<file path="src/rtl/fetch_pkg.sv">
// Shared fetch-stage definitions: boot address, the canonical NOP
// and the layout of one fetch queue entry.
package fetch_pkg;

    localparam logic [31:0] RESET_PC = 32'hBFC00000;
    localparam logic [31:0] NOP      = 32'h00000013;

    typedef struct packed {
        logic [31:0] pc;
        logic [31:0] instr;
        logic        filled;
    } fetch_entry_t;

endpackage

</file>
<file path="src/rtl/fetch_unit.sv">
// Instruction fetch stage: issues in-order imem reads at the PC stage's
// address, queues returned words for decode, and drops stale fetches on flush.
module fetch_unit
    import fetch_pkg::*;
#(
    parameter int DEPTH = 4
) (
    input  logic        clk,
    input  logic        rst,
    input  logic [31:0] pc,
    output logic        pc_advance,
    input  logic        flush,
    output logic        imem_req_valid,
    input  logic        imem_req_ready,
    output logic [31:0] imem_req_addr,
    input  logic        imem_rsp_valid,
    input  logic [31:0] imem_rsp_data,
    output logic        instr_valid,
    input  logic        instr_ready,
    output logic [31:0] instr,
    output logic [31:0] instr_pc
);

    localparam int PW = $clog2(DEPTH);
    localparam int CW = $clog2(DEPTH + 1);
    localparam logic [CW:0] DEPTH_C = (CW + 1)'(DEPTH);

    fetch_entry_t q_q [DEPTH];
    fetch_entry_t q_d [DEPTH];

    logic [PW-1:0] alloc_q, alloc_d;
    logic [PW-1:0] fill_q, fill_d;
    logic [PW-1:0] rd_q, rd_d;
    logic [CW-1:0] occ_q, occ_d;
    logic [CW-1:0] pend_q, pend_d;
    logic [CW-1:0] drop_cnt_q, drop_cnt_d;

    logic          fire;
    logic          deq;
    logic          rsp_fill;
    logic [CW:0]   busy;

    // Handshake outputs; request gating looks only at registered counters
    // so it can never combinationally depend on decode's ready.
    always_comb begin
        busy           = {1'b0, occ_q} + {1'b0, drop_cnt_q};
        imem_req_valid = !rst && !flush && (busy < DEPTH_C);
        imem_req_addr  = pc;
        fire           = imem_req_valid && imem_req_ready;
        pc_advance     = fire;
        instr_valid    = (occ_q != '0) && q_q[rd_q].filled;
        instr          = q_q[rd_q].instr;
        instr_pc       = q_q[rd_q].pc;
        deq            = instr_valid && instr_ready;
        rsp_fill       = imem_rsp_valid && (drop_cnt_q == '0);
    end

    // Queue, pointer and discard-counter updates; a flush wins over
    // everything and converts every unfilled entry into a pending drop.
    always_comb begin
        q_d        = q_q;
        alloc_d    = alloc_q;
        fill_d     = fill_q;
        rd_d       = rd_q;
        occ_d      = occ_q;
        pend_d     = pend_q;
        drop_cnt_d = drop_cnt_q;
        if (flush) begin
            alloc_d    = '0;
            fill_d     = '0;
            rd_d       = '0;
            occ_d      = '0;
            pend_d     = '0;
            drop_cnt_d = drop_cnt_q + pend_q - CW'(imem_rsp_valid);
        end else begin
            if (fire) begin
                q_d[alloc_q].pc     = pc;
                q_d[alloc_q].instr  = '0;
                q_d[alloc_q].filled = 1'b0;
                alloc_d             = alloc_q + 1'b1;
            end
            if (imem_rsp_valid && !rsp_fill) begin
                drop_cnt_d = drop_cnt_q - CW'(1);
            end
            if (rsp_fill) begin
                q_d[fill_q].instr  = imem_rsp_data;
                q_d[fill_q].filled = 1'b1;
                fill_d             = fill_q + 1'b1;
            end
            if (deq) begin
                rd_d = rd_q + 1'b1;
            end
            occ_d  = occ_q + CW'(fire) - CW'(deq);
            pend_d = pend_q + CW'(fire) - CW'(rsp_fill);
        end
    end

    // State registers with asynchronous reset shared with instruction memory.
    always_ff @(posedge clk or posedge rst) begin
        if (rst) begin
            for (int i = 0; i < DEPTH; i++) begin
                q_q[i] <= '0;
            end
            alloc_q    <= '0;
            fill_q     <= '0;
            rd_q       <= '0;
            occ_q      <= '0;
            pend_q     <= '0;
            drop_cnt_q <= '0;
        end else begin
            q_q        <= q_d;
            alloc_q    <= alloc_d;
            fill_q     <= fill_d;
            rd_q       <= rd_d;
            occ_q      <= occ_d;
            pend_q     <= pend_d;
            drop_cnt_q <= drop_cnt_d;
        end
    end

endmodule

</file>
<file path="config.mk">
export PLATFORM = sky130hd
export DESIGN_NAME = fetch_unit
export DESIGN_NICKNAME = d
export VERILOG_FILES = /design/src/rtl/fetch_pkg.sv /design/src/rtl/fetch_unit.sv
export SDC_FILE = /design/constraint.sdc
export NUM_CORES = 1
export LEC_CHECK = 0
export ABC_AREA = 1
export BUFFER_PORTS_ARGS = -buffer_cell sky130_fd_sc_hd__buf_2
export CORE_MARGIN = 2
export CORE_UTILIZATION = 50
export CTS_CLUSTER_DIAMETER = 80
export DETAILED_ROUTE_END_ITERATION = 8
export PLACE_DENSITY_LB_ADDON = 0.1
export SYNTH_ARGS = -nofsm -noshare
export SYNTH_HDL_FRONTEND = slang
export SYNTH_SLANG_ARGS = --single-unit
</file>
<file path="constraint.sdc">
create_clock -name clk -period 14.1 [get_ports clk]
set_clock_uncertainty 0.05 [all_clocks]
set_input_delay 2.82 -clock clk [delete_from_list [all_inputs] [get_ports clk]]
set_output_delay 2.82 -clock clk [all_outputs]
set_load 0.02 [all_outputs]
</file>
==> metrics.md <==
| Metric | Value |
|---|---|
| Period utilisation layout | 0.514 |
| Fin crit period | 7.24 ns |
| Slew HR | 0.296 |
| Worst min path class | reg2reg |
| H-Tree Depth | 1 |
| Drt wl/cell | 17.3 um |
| Top-level port count | 169 |
| Total CTS buffers | 30 |
| Clock-pin slew on the worst setup and hold paths | 0.06 ns |
| Post-synthesis cell type count | 25 |
| Worst path required time | 11.23 ns |
| IO buf count | 168 |
| Max cap viols | 0 |
| Setup TNS | 0 ns |
| Mux cell area share after synthesis | 0 |
| Synth top area share | 0.528 |
| CP max FO | 92 |
| Hold endpoint | q_q[130] |
| EDFF count, synth | 0 |
| Setup Fix Bufs, Post-CTS | 0 |
| Synth area leaders | dfrtp_1 (53%), nand2_1 (12%), o21ai_0 (10%) |
| Final setup fails | 0 |
| Count leader, synth | nand2_1 |
| Async S/R FF share, synth | 1.00 |
| Synthesized area per cell | 8.38 um2 |
| Fill cells | 2426 |
| Syn Inst Count | 1557 |
| HP Start | q_q[130] |
| Ys flop type | dfrtp_1 |
| Most frequent cells after synthesis | nand2_1 (421), dfrtp_1 (275), o21ai_0 (262) |
| Detail Route Antenna Nets | 0 |
| Synth warn | 0 |
| Fmax achieved | 138 MHz |
| Xor/xnor share of the synthesized area | 0.00537 |
| Post-synthesis simple-gate area fraction | 0.227 |
| Max Root-Sink Buffers | 3 |
| Final instance count without filler cells | 1984 |
| # placed instances | 1928 |
| Worst flop-to-flop path endpoint | occ_q[2] |
| Synthesized area | 13000 um2 |
| Starting Density | 0.505 |
| Post_cts resized | 0 |
| Post-DR vias/cell | 5.47 |
| FP Rows | 59 |
| Synth Area in Adders | 0.0228 |
| Later-pin clock latency in the skew report | 0.55 ns |
| WP data arrival | 4.37 ns |
| IR drop worst, VDD | 0.135 mV |
| Reg2reg path depth | 14 |
| Register area | 6890 um2 |
| Worst-margin pin slew | 1.06 ns |
| Synthesized flop and latch total | 275 |
| Pleak | 0.00766 uW |
| Register area share after synthesis | 0.528 |
| Post-synthesis compound-gate area fraction | 0.133 |
| Synth area leader | dfrtp_1 |
| Cts hold-fix bufs | 0 |
| Drt total wl | 34400 um |
| Vias in the first global route | 10000 |
| Routability congestion estimate | 0.743 |
| Mapped Nets | 1649 |
| Critical path capture point type | output pin |
| Starting DRT DRC Count | 871 |
| Vias | 10800 |
| Unrepaired setup endpoints after global routing | false |
| Core Region | 25800 um2 |
| Horiz. Die Dim | 166 um |
| DP Wirelength | 18800 um |
| Hold Fails Final Rpt | 0 |
| Die height | 166 um |
| CP Launch Type | input port |
| GR Util All Layers | 0.251 |
| Status | finished clean |
| Main combinational cell family by area after synthesis | simple AND/OR/NAND/NOR gates |
| CTS tree | done |
| Crit path kind | in2out |
| R2R Setup Slk | 10.19 ns |
| Residual DRC | 0 |
| Worst Hold Depth | 2 |
| Initial antenna violation count | 3 |
| DRT Pass-1 Iters | 5 |
| CTS sink count | 275 |
| Global-route wire length before repair | 54000 um |
| R2R Path Start | rd_q[0] |
| Pin count of the biggest net entering global routing | 93 |
| PwrDens | 204 nW/um2 |
| Area of the multi-input gates | 5060 um2 |
| NumNets Final | 1717 |
| DIE AREA | 27400 um2 |
| Layout area overhead | 11.7% |
| GRT overflow | 0 |
| Root buffer cell | clkbuf_16 |
| Share of layout cells above drive strength 1 | 0.152 |
| Final Slew Violations | 0 |
==> report_power, final <==
group          leakage (uW)  total (uW)  internal (uW)  switching, uW
registers           0.00371        1110            994            120
logic               0.00345        1060            359            700
clock network      0.000498         795            479            316
==> per-stage QoR <==
stage                     utilization  hold WS [ns]  setup slack (ns)  cell area, um2  total power, uW
after floorplan                     -         0.392              1.59           13000             1860
after global placement          0.525         0.405              6.86           13600             2170
after detailed placement        0.525         0.408              6.84           13600             2190
after CTS                       0.564         0.424              6.84           14600             2990
after global routing            0.564         0.451              6.69           14600             3170
final                           0.564         0.420              6.86           14600             2970
==> critical path, cell delays in order <==
cell and delay, ns:
buf_2 0.13, inv_8 0.44, nand3b_4 0.16, nor2_8 0.23, nand2_1 0.12, inv_1 0.18
buf_2 0.20
==> cell type report <==
class	count	share of cell area
clock inverters	11	0.00773
inverters	68	0.0182
well taps	335	0.0288
flip-flops and latches	275	0.473
multi-input cells	1071	0.347
clock buffers	44	0.0621
diodes	1	0.000172
repair buffers	179	0.0634
==> worst max path at each step <==
stage,end,cells past startpoint,start
6_report,pc_advance,7,rst
5_1_grt,pc_advance,7,rst
4_1_cts,pc_advance,7,rst
3_5_place_dp,pc_advance,7,rst
3_3_place_gp,pc_advance,7,rst
2_1_floorplan,pc_advance,5,rst
==> layout by cell type (no fill, tap or decap) <==
cell        count
nor2_1        143
clkbuf_8        8
clkinvlp_4      3
bufinv_16       2
nand3_1       138
a21oi_1         1
dfrtp_4         1
nor2_8          1
dfrtp_2         1
o21ai_0       262
nand3b_4        1
buf_4          11
dfrtp_1       273
fa_1            3
inv_1          59
inv_8           1
diode_2         1
buf_2         168
ha_1           19
nand3_2         4
xor2_1          4
clkinv_2        6
nand2_1       421
a21boi_0        1
xnor2_1         4
inv_2           7
nand3_4         4
inv_4           1
clkbuf_16      31
a211oi_1        1
clkbuf_1        5
o22ai_1        64
==> per-layer routing <==
metal	GRT usage	wire length, um	vias up
li1	-	-	5199
met1	0.358	15600	5244
met2	0.409	16000	356
met3	0.0377	2270	40
met4	0.0517	534	4
met5	0	24	-
==> cells by family after synthesis <==
family / Yosys count
fa+ha+maj: 22
buf+inv: 211
flops: 275
compound gates: 329
simple gates: 712
xor+xnor: 8
No activity file was read; power rests on OpenSTA's default activity.
